[src/rtl/rc4_pkg.sv]
// rc4_pkg -- shared types and constants for the RC4 key-search engine.
//   rc4_state_e  : top-level FSM states
//   swap_step_e  : steps of the shared read/read/write/write swap sequence
//   prga_step_e  : per-byte PRGA phases that follow the swap
//   swap_mode_e  : selects the j-update term (key byte in KSA, none in PRGA)
//   FILT_*       : printable-text filter range (used with RC4_ASCII_FILTER_EN)
//   *_CYCLES     : per-phase cycle counts
package rc4_pkg;

    typedef enum logic [2:0] {
        ST_IDLE, ST_INIT, ST_KSA, ST_PRGA, ST_NEXT, ST_HIT, ST_DONE
    } rc4_state_e;

    typedef enum logic [2:0] {
        SW_RI, SW_WI, SW_RJ, SW_WJ, SW_SI, SW_SJ
    } swap_step_e;

    typedef enum logic [1:0] {
        PR_SWAP, PR_RF, PR_WF, PR_OUT
    } prga_step_e;

    typedef enum logic {
        SWAP_KSA, SWAP_PRGA
    } swap_mode_e;

    localparam logic [7:0] FILT_LO = 8'h61;
    localparam logic [7:0] FILT_HI = 8'h7A;
    localparam logic [7:0] FILT_SP = 8'h20;

    localparam int INIT_CYCLES      = 256;
    localparam int SWAP_CYCLES      = 6;
    localparam int KSA_CYCLES       = INIT_CYCLES * SWAP_CYCLES;
    localparam int PRGA_BYTE_CYCLES = SWAP_CYCLES + 3;

    function automatic logic is_text(input logic [7:0] b);
        return ((b >= FILT_LO) && (b <= FILT_HI)) || (b == FILT_SP);
    endfunction

endpackage

[src/rtl/rc4_swap_seq.sv]
// rc4_swap_seq -- six-step S-box swap sequencer shared by KSA and PRGA.
// While run=1 it cycles RI, WI, RJ, WJ, SI, SJ: reads S[i], updates j,
// reads S[j], writes S[i]=S[j], writes S[j]=old S[i].
// Ports:
//   clk, reset          clock, synchronous active-high reset
//   run                 advance one step per cycle
//   clear_j             force j to zero
//   mode                SWAP_KSA adds key_byte to j, SWAP_PRGA does not
//   i_idx, key_byte     current i and key byte
//   s_rdata             S RAM read data
//   s_addr/s_wdata/s_wren  S RAM request for the current step
//   f_idx               S[i]+S[j] of the last swap (keystream index)
//   last                high in the final (SJ) step
module rc4_swap_seq
    import rc4_pkg::*;
(
    input  logic       clk,
    input  logic       reset,
    input  logic       run,
    input  logic       clear_j,
    input  swap_mode_e mode,
    input  logic [7:0] i_idx,
    input  logic [7:0] key_byte,
    input  logic [7:0] s_rdata,
    output logic [7:0] s_addr,
    output logic [7:0] s_wdata,
    output logic       s_wren,
    output logic [7:0] f_idx,
    output logic       last
);
    swap_step_e step_q, step_d;
    logic [7:0] j_q, j_d;
    logic [7:0] si_q, si_d;
    logic [7:0] sj_q, sj_d;
    logic [7:0] j_add;

    always_comb begin
        step_d  = step_q;
        j_d     = j_q;
        si_d    = si_q;
        sj_d    = sj_q;
        s_addr  = '0;
        s_wdata = '0;
        s_wren  = 1'b0;
        j_add   = (mode == SWAP_KSA) ? key_byte : 8'h00;
        last    = run && (step_q == SW_SJ);
        if (run) begin
            step_d = last ? SW_RI : swap_step_e'(step_q + 3'd1);
            unique case (step_q)
                SW_RI: s_addr = i_idx;
                SW_WI: begin
                    s_addr = i_idx;
                    si_d   = s_rdata;
                end
                SW_RJ: begin
                    j_d    = j_q + si_q + j_add;
                    s_addr = j_d;
                end
                SW_WJ: begin
                    s_addr = j_q;
                    sj_d   = s_rdata;
                end
                SW_SI: begin
                    s_addr  = i_idx;
                    s_wdata = sj_q;
                    s_wren  = 1'b1;
                end
                SW_SJ: begin
                    s_addr  = j_q;
                    s_wdata = si_q;
                    s_wren  = 1'b1;
                end
                default: step_d = SW_RI;
            endcase
        end
        if (clear_j) begin
            j_d = '0;
        end
    end

    // The sum is swap-invariant, so pre-swap captures give the post-swap index.
    assign f_idx = si_q + sj_q;

    always_ff @(posedge clk) begin
        if (reset) begin
            step_q <= SW_RI;
            j_q    <= '0;
            si_q   <= '0;
            sj_q   <= '0;
        end else begin
            step_q <= step_d;
            j_q    <= j_d;
            si_q   <= si_d;
            sj_q   <= sj_d;
        end
    end

endmodule

[src/rtl/rc4_key_search.sv]
// rc4_key_search -- RC4 decrypt / key-search engine.
// For each candidate key: S-box init, KSA, PRGA decrypting the ciphertext ROM
// into the plaintext RAM. Optional macro RC4_ASCII_FILTER_EN enables the text
// filter and range search; without it only key_base is decrypted and the run
// always ends in HIT.
// Ports:
//   clk, reset            clock, synchronous active-high reset
//   start                 pulse, accepted only in IDLE
//   key_base, key_limit   inclusive candidate range
//   s_addr/s_wdata/s_wren/s_rdata   S RAM port
//   c_addr/c_rdata        ciphertext ROM port
//   p_addr/p_wdata/p_wren plaintext RAM port
//   busy, done, found, key_found    status
//
// state   | meaning
// IDLE    | waiting for start
// INIT    | S[i]=i, one write per cycle
// KSA     | key schedule, one swap sequence per i
// PRGA    | swap, keystream read, plaintext write per byte
// NEXT    | candidate rejected: advance or finish
// HIT     | candidate accepted: latch result
// DONE    | done pulse, start not yet accepted
module rc4_key_search
    import rc4_pkg::*;
#(
    parameter int KEY_BYTES   = 3,
    parameter int SEARCH_BITS = 22,
    parameter int MSG_LEN     = 32,
    localparam int CW         = (MSG_LEN > 1) ? $clog2(MSG_LEN) : 1
)(
    input  logic                   clk,
    input  logic                   reset,
    input  logic                   start,
    input  logic [SEARCH_BITS-1:0] key_base,
    input  logic [SEARCH_BITS-1:0] key_limit,
    output logic [7:0]             s_addr,
    output logic [7:0]             s_wdata,
    output logic                   s_wren,
    input  logic [7:0]             s_rdata,
    output logic [CW-1:0]          c_addr,
    input  logic [7:0]             c_rdata,
    output logic [CW-1:0]          p_addr,
    output logic [7:0]             p_wdata,
    output logic                   p_wren,
    output logic                   busy,
    output logic                   done,
    output logic                   found,
    output logic [SEARCH_BITS-1:0] key_found
);
    rc4_state_e             state_q, state_d;
    prga_step_e             pstep_q, pstep_d;
    logic [SEARCH_BITS-1:0] cand_q, cand_d;
    logic [SEARCH_BITS-1:0] key_found_q, key_found_d;
    logic                   found_q, found_d;
    logic [7:0]             i_q, i_d;
    logic [CW-1:0]          k_q, k_d;

    logic [8*KEY_BYTES-1:0] key_full, key_sh;
    logic [7:0]             key_byte, seq_i, pt;
    int                     kidx;
    logic                   seq_run, seq_clr_j, seq_wren, seq_last;
    logic [7:0]             seq_addr, seq_wdata, f_idx;
    swap_mode_e             seq_mode;

`ifdef RC4_ASCII_FILTER_EN
    logic [SEARCH_BITS-1:0] limit_q, limit_d;
`else
    logic unused_key_limit;
    assign unused_key_limit = ^key_limit;
`endif

    rc4_swap_seq u_swap (
        .clk      (clk),
        .reset    (reset),
        .run      (seq_run),
        .clear_j  (seq_clr_j),
        .mode     (seq_mode),
        .i_idx    (seq_i),
        .key_byte (key_byte),
        .s_rdata  (s_rdata),
        .s_addr   (seq_addr),
        .s_wdata  (seq_wdata),
        .s_wren   (seq_wren),
        .f_idx    (f_idx),
        .last     (seq_last)
    );

    always_comb begin
        key_full = '0;
        key_full[SEARCH_BITS-1:0] = cand_q;
        // Byte 0 of the key is the most significant byte.
        kidx     = int'(i_q) % KEY_BYTES;
        key_sh   = key_full >> (8 * (KEY_BYTES - 1 - kidx));
        key_byte = key_sh[7:0];
        seq_mode = (state_q == ST_KSA) ? SWAP_KSA : SWAP_PRGA;
        // PRGA pre-increments i for each byte; i_q advances after the byte.
        seq_i    = (state_q == ST_PRGA) ? i_q + 8'd1 : i_q;
        pt       = c_rdata ^ s_rdata;
    end

    always_comb begin
        state_d     = state_q;
        pstep_d     = pstep_q;
        cand_d      = cand_q;
        key_found_d = key_found_q;
        found_d     = found_q;
        i_d         = i_q;
        k_d         = k_q;
`ifdef RC4_ASCII_FILTER_EN
        limit_d     = limit_q;
`endif
        seq_run     = 1'b0;
        seq_clr_j   = 1'b0;
        s_addr      = '0;
        s_wdata     = '0;
        s_wren      = 1'b0;
        c_addr      = '0;
        p_addr      = '0;
        p_wdata     = '0;
        p_wren      = 1'b0;
        busy        = 1'b0;
        done        = 1'b0;

        unique case (state_q)
            ST_IDLE: begin
                if (start) begin
                    found_d     = 1'b0;
                    key_found_d = '0;
                    cand_d      = key_base;
                    i_d         = '0;
                    k_d         = '0;
                    pstep_d     = PR_SWAP;
`ifdef RC4_ASCII_FILTER_EN
                    limit_d     = key_limit;
                    state_d     = (key_base > key_limit) ? ST_NEXT : ST_INIT;
`else
                    state_d     = ST_INIT;
`endif
                end
            end
            ST_INIT: begin
                busy    = 1'b1;
                s_addr  = i_q;
                s_wdata = i_q;
                s_wren  = 1'b1;
                i_d     = i_q + 8'd1;
                if (i_q == 8'(INIT_CYCLES - 1)) begin
                    seq_clr_j = 1'b1;
                    state_d   = ST_KSA;
                end
            end
            ST_KSA: begin
                busy    = 1'b1;
                seq_run = 1'b1;
                s_addr  = seq_addr;
                s_wdata = seq_wdata;
                s_wren  = seq_wren;
                if (seq_last) begin
                    i_d = i_q + 8'd1;
                    if (i_q == 8'(INIT_CYCLES - 1)) begin
                        seq_clr_j = 1'b1;
                        k_d       = '0;
                        pstep_d   = PR_SWAP;
                        state_d   = ST_PRGA;
                    end
                end
            end
            ST_PRGA: begin
                busy   = 1'b1;
                c_addr = k_q;
                p_addr = k_q;
                unique case (pstep_q)
                    PR_SWAP: begin
                        seq_run = 1'b1;
                        s_addr  = seq_addr;
                        s_wdata = seq_wdata;
                        s_wren  = seq_wren;
                        if (seq_last) begin
                            pstep_d = PR_RF;
                        end
                    end
                    PR_RF: begin
                        s_addr  = f_idx;
                        pstep_d = PR_WF;
                    end
                    PR_WF: begin
                        s_addr  = f_idx;
                        pstep_d = PR_OUT;
                    end
                    PR_OUT: begin
                        // Address held so the keystream byte is still on s_rdata.
                        s_addr  = f_idx;
                        p_wdata = pt;
                        p_wren  = 1'b1;
                        i_d     = i_q + 8'd1;
                        k_d     = k_q + CW'(1);
                        pstep_d = PR_SWAP;
`ifdef RC4_ASCII_FILTER_EN
                        if (!is_text(pt)) begin
                            state_d = ST_NEXT;
                        end else if (k_q == CW'(MSG_LEN - 1)) begin
                            state_d = ST_HIT;
                        end
`else
                        if (k_q == CW'(MSG_LEN - 1)) begin
                            state_d = ST_HIT;
                        end
`endif
                    end
                    default: pstep_d = PR_SWAP;
                endcase
            end
            ST_NEXT: begin
                busy = 1'b1;
`ifdef RC4_ASCII_FILTER_EN
                // >= also covers an empty range; equality stops before wrap.
                if (cand_q >= limit_q) begin
                    state_d = ST_DONE;
                end else begin
                    cand_d  = cand_q + SEARCH_BITS'(1);
                    i_d     = '0;
                    k_d     = '0;
                    pstep_d = PR_SWAP;
                    state_d = ST_INIT;
                end
`else
                state_d = ST_DONE;
`endif
            end
            ST_HIT: begin
                busy        = 1'b1;
                found_d     = 1'b1;
                key_found_d = cand_q;
                state_d     = ST_DONE;
            end
            ST_DONE: begin
                done    = 1'b1;
                state_d = ST_IDLE;
            end
            default: state_d = ST_IDLE;
        endcase
    end

    assign found     = found_q;
    assign key_found = key_found_q;

    always_ff @(posedge clk) begin
        if (reset) begin
            state_q     <= ST_IDLE;
            pstep_q     <= PR_SWAP;
            cand_q      <= '0;
            key_found_q <= '0;
            found_q     <= 1'b0;
            i_q         <= '0;
            k_q         <= '0;
        end else begin
            state_q     <= state_d;
            pstep_q     <= pstep_d;
            cand_q      <= cand_d;
            key_found_q <= key_found_d;
            found_q     <= found_d;
            i_q         <= i_d;
            k_q         <= k_d;
        end
    end

`ifdef RC4_ASCII_FILTER_EN
    always_ff @(posedge clk) begin
        if (reset) begin
            limit_q <= '0;
        end else begin
            limit_q <= limit_d;
        end
    end
`endif

endmodule

[config.mk]
export PLATFORM = sky130hd
export DESIGN_NAME = rc4_key_search
export DESIGN_NICKNAME = d
export VERILOG_FILES = /design/src/rtl/rc4_pkg.sv /design/src/rtl/rc4_swap_seq.sv /design/src/rtl/rc4_key_search.sv
export SDC_FILE = /design/constraint.sdc
export NUM_CORES = 1
export LEC_CHECK = 0
export BUFFER_PORTS_ARGS = -buffer_cell sky130_fd_sc_hd__buf_2
export CAP_MARGIN = 20
export CORE_ASPECT_RATIO = 0.7
export CORE_MARGIN = 2
export CORE_UTILIZATION = 45
export DETAILED_ROUTE_END_ITERATION = 12
export MAX_ROUTING_LAYER = met4
export PLACE_DENSITY = 0.66
export SETUP_SLACK_MARGIN = 0.05
export SYNTH_ARGS = -nofsm -noshare
export SYNTH_HDL_FRONTEND = slang
export SYNTH_SLANG_ARGS = --single-unit
[constraint.sdc]
create_clock -name clk -period 9.2 [get_ports clk]
set_input_delay 0.46 -clock clk [delete_from_list [all_inputs] [get_ports clk]]
set_output_delay 0.46 -clock clk [all_outputs]
set_load 0.01 [all_outputs]
# ---- Word-level counts from Yosys, hierarchy flattened
# Cells that the tools add are included.
dict set report totals {
  out_inout_bits 61
  ff_bits 90
  inputBits 63
  wordCells 122
}
dict set report classes {
  n_mux 54
  bitwise 1
  shifts 1
  div_mod_pow 1
  n_reduce_logical 24
  addsub 7
  eq_ne 23
}
# cell count
set op_table {}
lappend op_table {{8-bit two-way mux} 10}
lappend op_table {{8-bit one-hot mux with 3 select lines} 3}
lappend op_table {{22-bit one-hot mux with 2 select lines} 1}
lappend op_table {{9-bit by 3-bit remainder unit with 32-bit output, second input constant} 1}
lappend op_table {{8-bit one-hot mux with 2 select lines} 2}
lappend op_table {{8-bit one-hot mux with 4 select lines} 1}
lappend op_table {{22-bit by 32-bit >> shifter with 8-bit output} 1}
lappend op_table {{3-bit by 29-bit subtractor with 29-bit output, first input constant} 1}
lappend op_table {{5-bit two-way mux} 5}
lappend op_table {{8-bit adder} 3}
lappend op_table {{3-bit two-way mux} 8}
lappend op_table {{22-bit two-way mux} 1}
lappend op_table {{3-bit == test, second input constant} 5}
lappend op_table {{3-bit one-hot mux with 5 select lines} 1}
lappend op_table {{5-bit one-hot mux with 3 select lines} 1}
lappend op_table {{3-bit by 2-bit == test with 1-bit output, second input constant} 4}
lappend op_table {{1-bit two-way mux} 11}
lappend op_table {{2-bit AND reduction} 5}
lappend op_table {{5-bit AND reduction} 2}
lappend op_table {{8-bit by 1-bit adder with 8-bit output, second input constant} 1}
lappend op_table {{8-bit == test, second input constant} 1}
lappend op_table {{2-bit two-way mux} 4}
lappend op_table {{2-bit one-hot mux with 4 select lines} 1}
lappend op_table {{2-bit OR reduction} 4}
lappend op_table {{other kinds (24)} 34}

# ---- Logic depth before layout (Yosys ltp)
dict set report logic_depth {
  depth_word 9
  ltp_mapped 43
  ltp_nobuf 40
}

# ---- By module
# Synthesis repeated with hierarchy kept, for this count alone.
dict set report unflattened {
  hier_cells 884
  area_unflattened_um2 6886.6
}
# mod seq_area_each_um2 area_per_inst_um2 cells_per_inst n_inst
set modules_own_cells {}
lappend modules_own_cells {rc4_key_search 1261.2 4775.8 631 1}
lappend modules_own_cells {rc4_swap_seq 540.5 2110.8 253 1}

# ---- Least setup slack after synthesis
# OpenSTA, ideal clock, no wires.
dict set report synth_timing {
  path_kind {register to output}
  startpoint {register i_q[6]}
  endpoint {output port s_addr[7]}
  required_time_ns 8.740
  slack_ns 0.181
  path_stages_with_launch 42
  path_buffers 3
  arrival_time_ns 8.559
  path_cell_list {dfxtp_1 buf_6 clkbuf_1 ha_1 or2b_1 and3_1 or3_4 or3_1 a32oi_1 ha_1 nor3_1 and2_1 buf_6 xnor2_1 ha_1 nor2_1 nand2_1 nor3_1 (+6 left out) o221ai_1 a2111oi_2 a21o_1 nand2_1 fa_1 inv_1 ha_1 inv_1 fa_1 inv_1 a21o_1 a21oi_1 o21bai_1 a21oi_1 xnor2_1 nor2_1 a221o_1 a211o_1}
}
dict set report synth_between {
  elab_chain_len 9
}
# element line_no
set synth_lines {}
lappend synth_lines {{start, declared} rc4_key_search.sv:55} ;# logic [7:0] i_q, i_d;
lappend synth_lines {{start signal, assigned} rc4_key_search.sv:262} ;# i_q <= i_d;
lappend synth_lines {{9-bit by 3-bit remainder unit with 32-bit output} rc4_key_search.sv:92} ;# kidx = int'(i_q) % KEY_BYTES;
lappend synth_lines {{3-bit by 29-bit subtractor with 29-bit output} rc4_key_search.sv:93} ;# key_sh = key_full >> (8 * (KEY_BYTES - 1 - kidx));
lappend synth_lines {{22-bit by 32-bit >> shifter with 8-bit output} rc4_key_search.sv:93}
lappend synth_lines {{8-bit two-way mux} rc4_swap_seq.sv:45} ;# j_add = (mode == SWAP_KSA) ? key_byte : 8'h00;
lappend synth_lines {{8-bit adder} rc4_swap_seq.sv:56} ;# j_d = j_q + si_q + j_add;
lappend synth_lines {{8-bit one-hot mux with 3 select lines (*)} rc4_swap_seq.sv:49} ;# unique case (step_q)
lappend synth_lines {{8-bit two-way mux (*)} rc4_swap_seq.sv:47} ;# if (run) begin
lappend synth_lines {{8-bit one-hot mux with 2 select lines} rc4_key_search.sv:172} ;# unique case (pstep_q)
lappend synth_lines {{8-bit one-hot mux with 3 select lines (*)} rc4_key_search.sv:124} ;# unique case (state_q)
lappend synth_lines {{end, declared} rc4_key_search.sv:36} ;# output logic [7:0] s_addr,
# Mark *: on every way between the ends. The rest lies on a longest branch, timed or not.

# ---- Worst setup path after layout
dict set report layout_timing {
  startpoint {register i_q[7]}
  endpoint {output port s_addr[7]}
}
dict set report layout_between {
  elab_chain_len 9
}
# element line_no
set layout_lines {}
lappend layout_lines {{9-bit by 3-bit remainder unit with 32-bit output} rc4_key_search.sv:92}
lappend layout_lines {{3-bit by 29-bit subtractor with 29-bit output} rc4_key_search.sv:93}
lappend layout_lines {{22-bit by 32-bit >> shifter with 8-bit output} rc4_key_search.sv:93}
lappend layout_lines {{8-bit two-way mux} rc4_swap_seq.sv:45}
lappend layout_lines {{8-bit adder} rc4_swap_seq.sv:56}
lappend layout_lines {{8-bit one-hot mux with 3 select lines} rc4_swap_seq.sv:49}
lappend layout_lines {{8-bit two-way mux} rc4_swap_seq.sv:47}
lappend layout_lines {{8-bit one-hot mux with 2 select lines} rc4_key_search.sv:172}
lappend layout_lines {{8-bit one-hot mux with 3 select lines (*)} rc4_key_search.sv:124}
# Marks and branches as above.

==> metrics.txt <==
status completed; CTS tree done; Post-synth top cells nand2_1, nor2_1, dfxtp_1, a21oi_1, clkbuf_1; Max Freq 113 MHz; Yosys reg bits 90; asr flop ratio synth 0%; GRT overflow 0; setup total negative slack 0 ns; Initial Util 46.0%; CP Max Fanout 6; vias in the first global route between 5000 and 6000; P_leak ~3.2 nW; Synth Net Count about 940; dpl hpwl about 13 mm; Clock Path Buffers 2; Placement Cell Area approximately 7100 um2; H-tree depth 3; post-route DRC violation count 0; arrival time worst endpoint between 8 and 9 ns; gpl congestion between 0.9 and 1; CP required 8.74 ns; n_diodes 0; part of the cycle the worst path needs about 96%; I/O Buffers ~100; Mapped Area ~6400 um2; Post-synth EDFFs 0; Slew HR between 30% and 40%; clock share of power between 40 and 50%; clk root buf clkbuf_16; final hold slack between 0.3 and 0.4 ns; Cell Pwr Density 110 nW/um2; initial antenna violation count 0; Die Span X about 150 um; Clock Skew just over 0.007 ns; DR iter-0 viols approximately 600; drt via density just under 6; critical path class reg2out; # rows 36; synthesized area per cell about 7.7 um2; startpoint types register; Area contributors post-synth dfxtp_1, nand2_1, a21oi_1; Final nets 1027; P_int 0.000618 W; GRT Util Overall around 24%; Peak VDD IR between 0.09 and 0.1 mV; Synth Warn # 0; P&R area growth vs syn 18.9%; core area between 10000 and 15000 um2; design area 7610 um2; Sw Share between 20% and 30%; Tmin final roughly 9 ns; CTS buffer count 9; Crit. End Element primary output; wire per inst 16.5 um; num ports between 100 and 150; via count ~6500; Die Height approximately 100 um; top-area cell type share of the netlist area between 20% and 30%; Slowest Stage Delay on Critical Path approximately 0.52 ns; Slew @ Worst Pin ~1.0 ns; Slew Limit Fails 0; Clk pin slew, worst setup/hold paths 0.07 ns; CP max stage cell fa_1; most frequent cell after synthesis nand2_1; Antenna Nets Post-Route 0; Pre-antenna DRT Iters 5; Yosys cell types 77; switching power around 0.00022 W; CTS sink count 90; worst slack, placed between 0.01 and 0.015 ns; total die area ~15000 um2; later-pin clock latency in the skew report around 0.35 ns; final worst slack between 0.3 and 0.4 ns; Routed WL 18.4 mm; fill cell count about 1300; cts hold-fix bufs 0; total power approximately 0.00084 W; share of cells above drive strength 1 22.7%; Comb power frac ~8.7%; Seq pwr share ~48%; top_reg_cell synth dfxtp_1; post-synthesis sequential area ratio ~28%; first-pass GRT wire length about 30 mm; HP Class in2reg; Final Setup Violations 0; Yosys top cell by area dfxtp_1; max cap viols 0; Final Hold Fails 0; Synth Instances 833; largest net degree at the start of global routing 84
[what timing repair did]
| action | 4_1_cts | 5_1_grt |
|---|---|---|
| setup endpoints to repair | 1 | 4 |
| pin swaps | 5 | 23 |
| endpoints found under the hold margin | 0 | 0 |
| gates resized for setup | 9 | 32 |
| buffers inserted | 3 | 9 |
[area by class of cell]
type,count,area [um2],share of cell area (%)
inverter,30,113,1.48
tap,190,238,3.12
multi-input combinational,660,4410,57.9
sequential,90,1810,23.7
timing repair buffer,134,761,9.99
clock buffer,10,239,3.14
clock inverter,6,48.8,0.641
[flip-flops by register name (all words and copies together) (netlist names)]
register and cells:
u_swap.sj_q 8, k_q 5, u_swap.si_q 8, state_q 3, u_swap.j_q 8, found 1
pstep_q 2, key_found 22, u_swap.step_q 3, cand_q 22, i_q 8
[cell usage in the layout (no fill, tap or decap), drive strengths merged, types with 8 or more instances in the layout]
master / synthesis / final
o221ai: 9 / 9
xnor2: 27 / 27
nand2: 128 / 128
a21oi: 77 / 77
or3: 10 / 10
mux2i: 13 / 13
ha: 30 / 30
dfxtp: 90 / 90
o21ai: 28 / 28
fa: 9 / 9
nand3: 23 / 23
and2: 8 / 8
clkbuf: 38 / 10
and3: 10 / 10
a21o: 11 / 11
nor3: 19 / 19
a22oi: 37 / 37
nor2: 97 / 97
buf: 15 / 134
mux2: 8 / 8
inv: 28 / 30
[power groups by stage]
stage	clock (W)	combinational, W	sequential (W)
floorplan	0	0.0000470	0.000409
global placement	0	0.0000692	0.000413
detailed placement	0	0.0000699	0.000413
CTS	0.000368	0.0000703	0.000404
global route	0.000383	0.0000801	0.000406
finish	0.000362	0.0000726	0.000405
[per-layer routing]
layer  track usage (%)  vias to the layer above  routed length, um
met2              34.9                      238               7930
met5                 -                        -                  0
li1                  -                     3171                  -
met4              5.34                        0                242
met1              35.6                     3035               8960
met3              4.67                       23               1310
[logic make-up after synthesis]
logic type	after synthesis	share of synthesized area [%]
flip-flops	90	28.1
AND/OR/NAND/NOR	337	24.5
multiplexers	21	3.50
adder cells (fa/ha/maj)	39	8.68
AO/OA/AOI/OAI	230	24.9
XOR/XNOR	33	4.51
buffers and inverters	83	5.73
[stage by stage]
stage / cells / utilization [%]
2_1_floorplan: 833 / -
3_3_place_gp: 1092 / 50.7
3_5_place_dp: 1092 / 50.7
4_1_cts: 1111 / 53.2
5_1_grt: 1120 / 54.7
6_report: 1120 / 54.7
[worst max-delay path: cells and delay by family (launching register included)]
family / cells / cell delay, ns
and+or+nand+nor: 13 / 2.38
buffers and inverters: 5 / 0.48
adders and majority gates: 7 / 1.81
DFF: 1 / 0.34
xor gates and xnor gates: 3 / 0.36
AOI/OAI and AO/OA: 12 / 2.65
[path summary, 6_finish.rpt]
path,from,endpoint,slack [ns],depth (start not counted)
setup / recovery,i_q[7],s_addr[7],0.38,40
hold / removal,key_base[3],cand_q[3],0.34,3
setup reg to reg,i_q[7],u_swap.j_q[7],1.39,40
hold reg to reg,cand_q[9],cand_q[9],0.47,2
No activity file was read; power rests on OpenSTA's default activity.
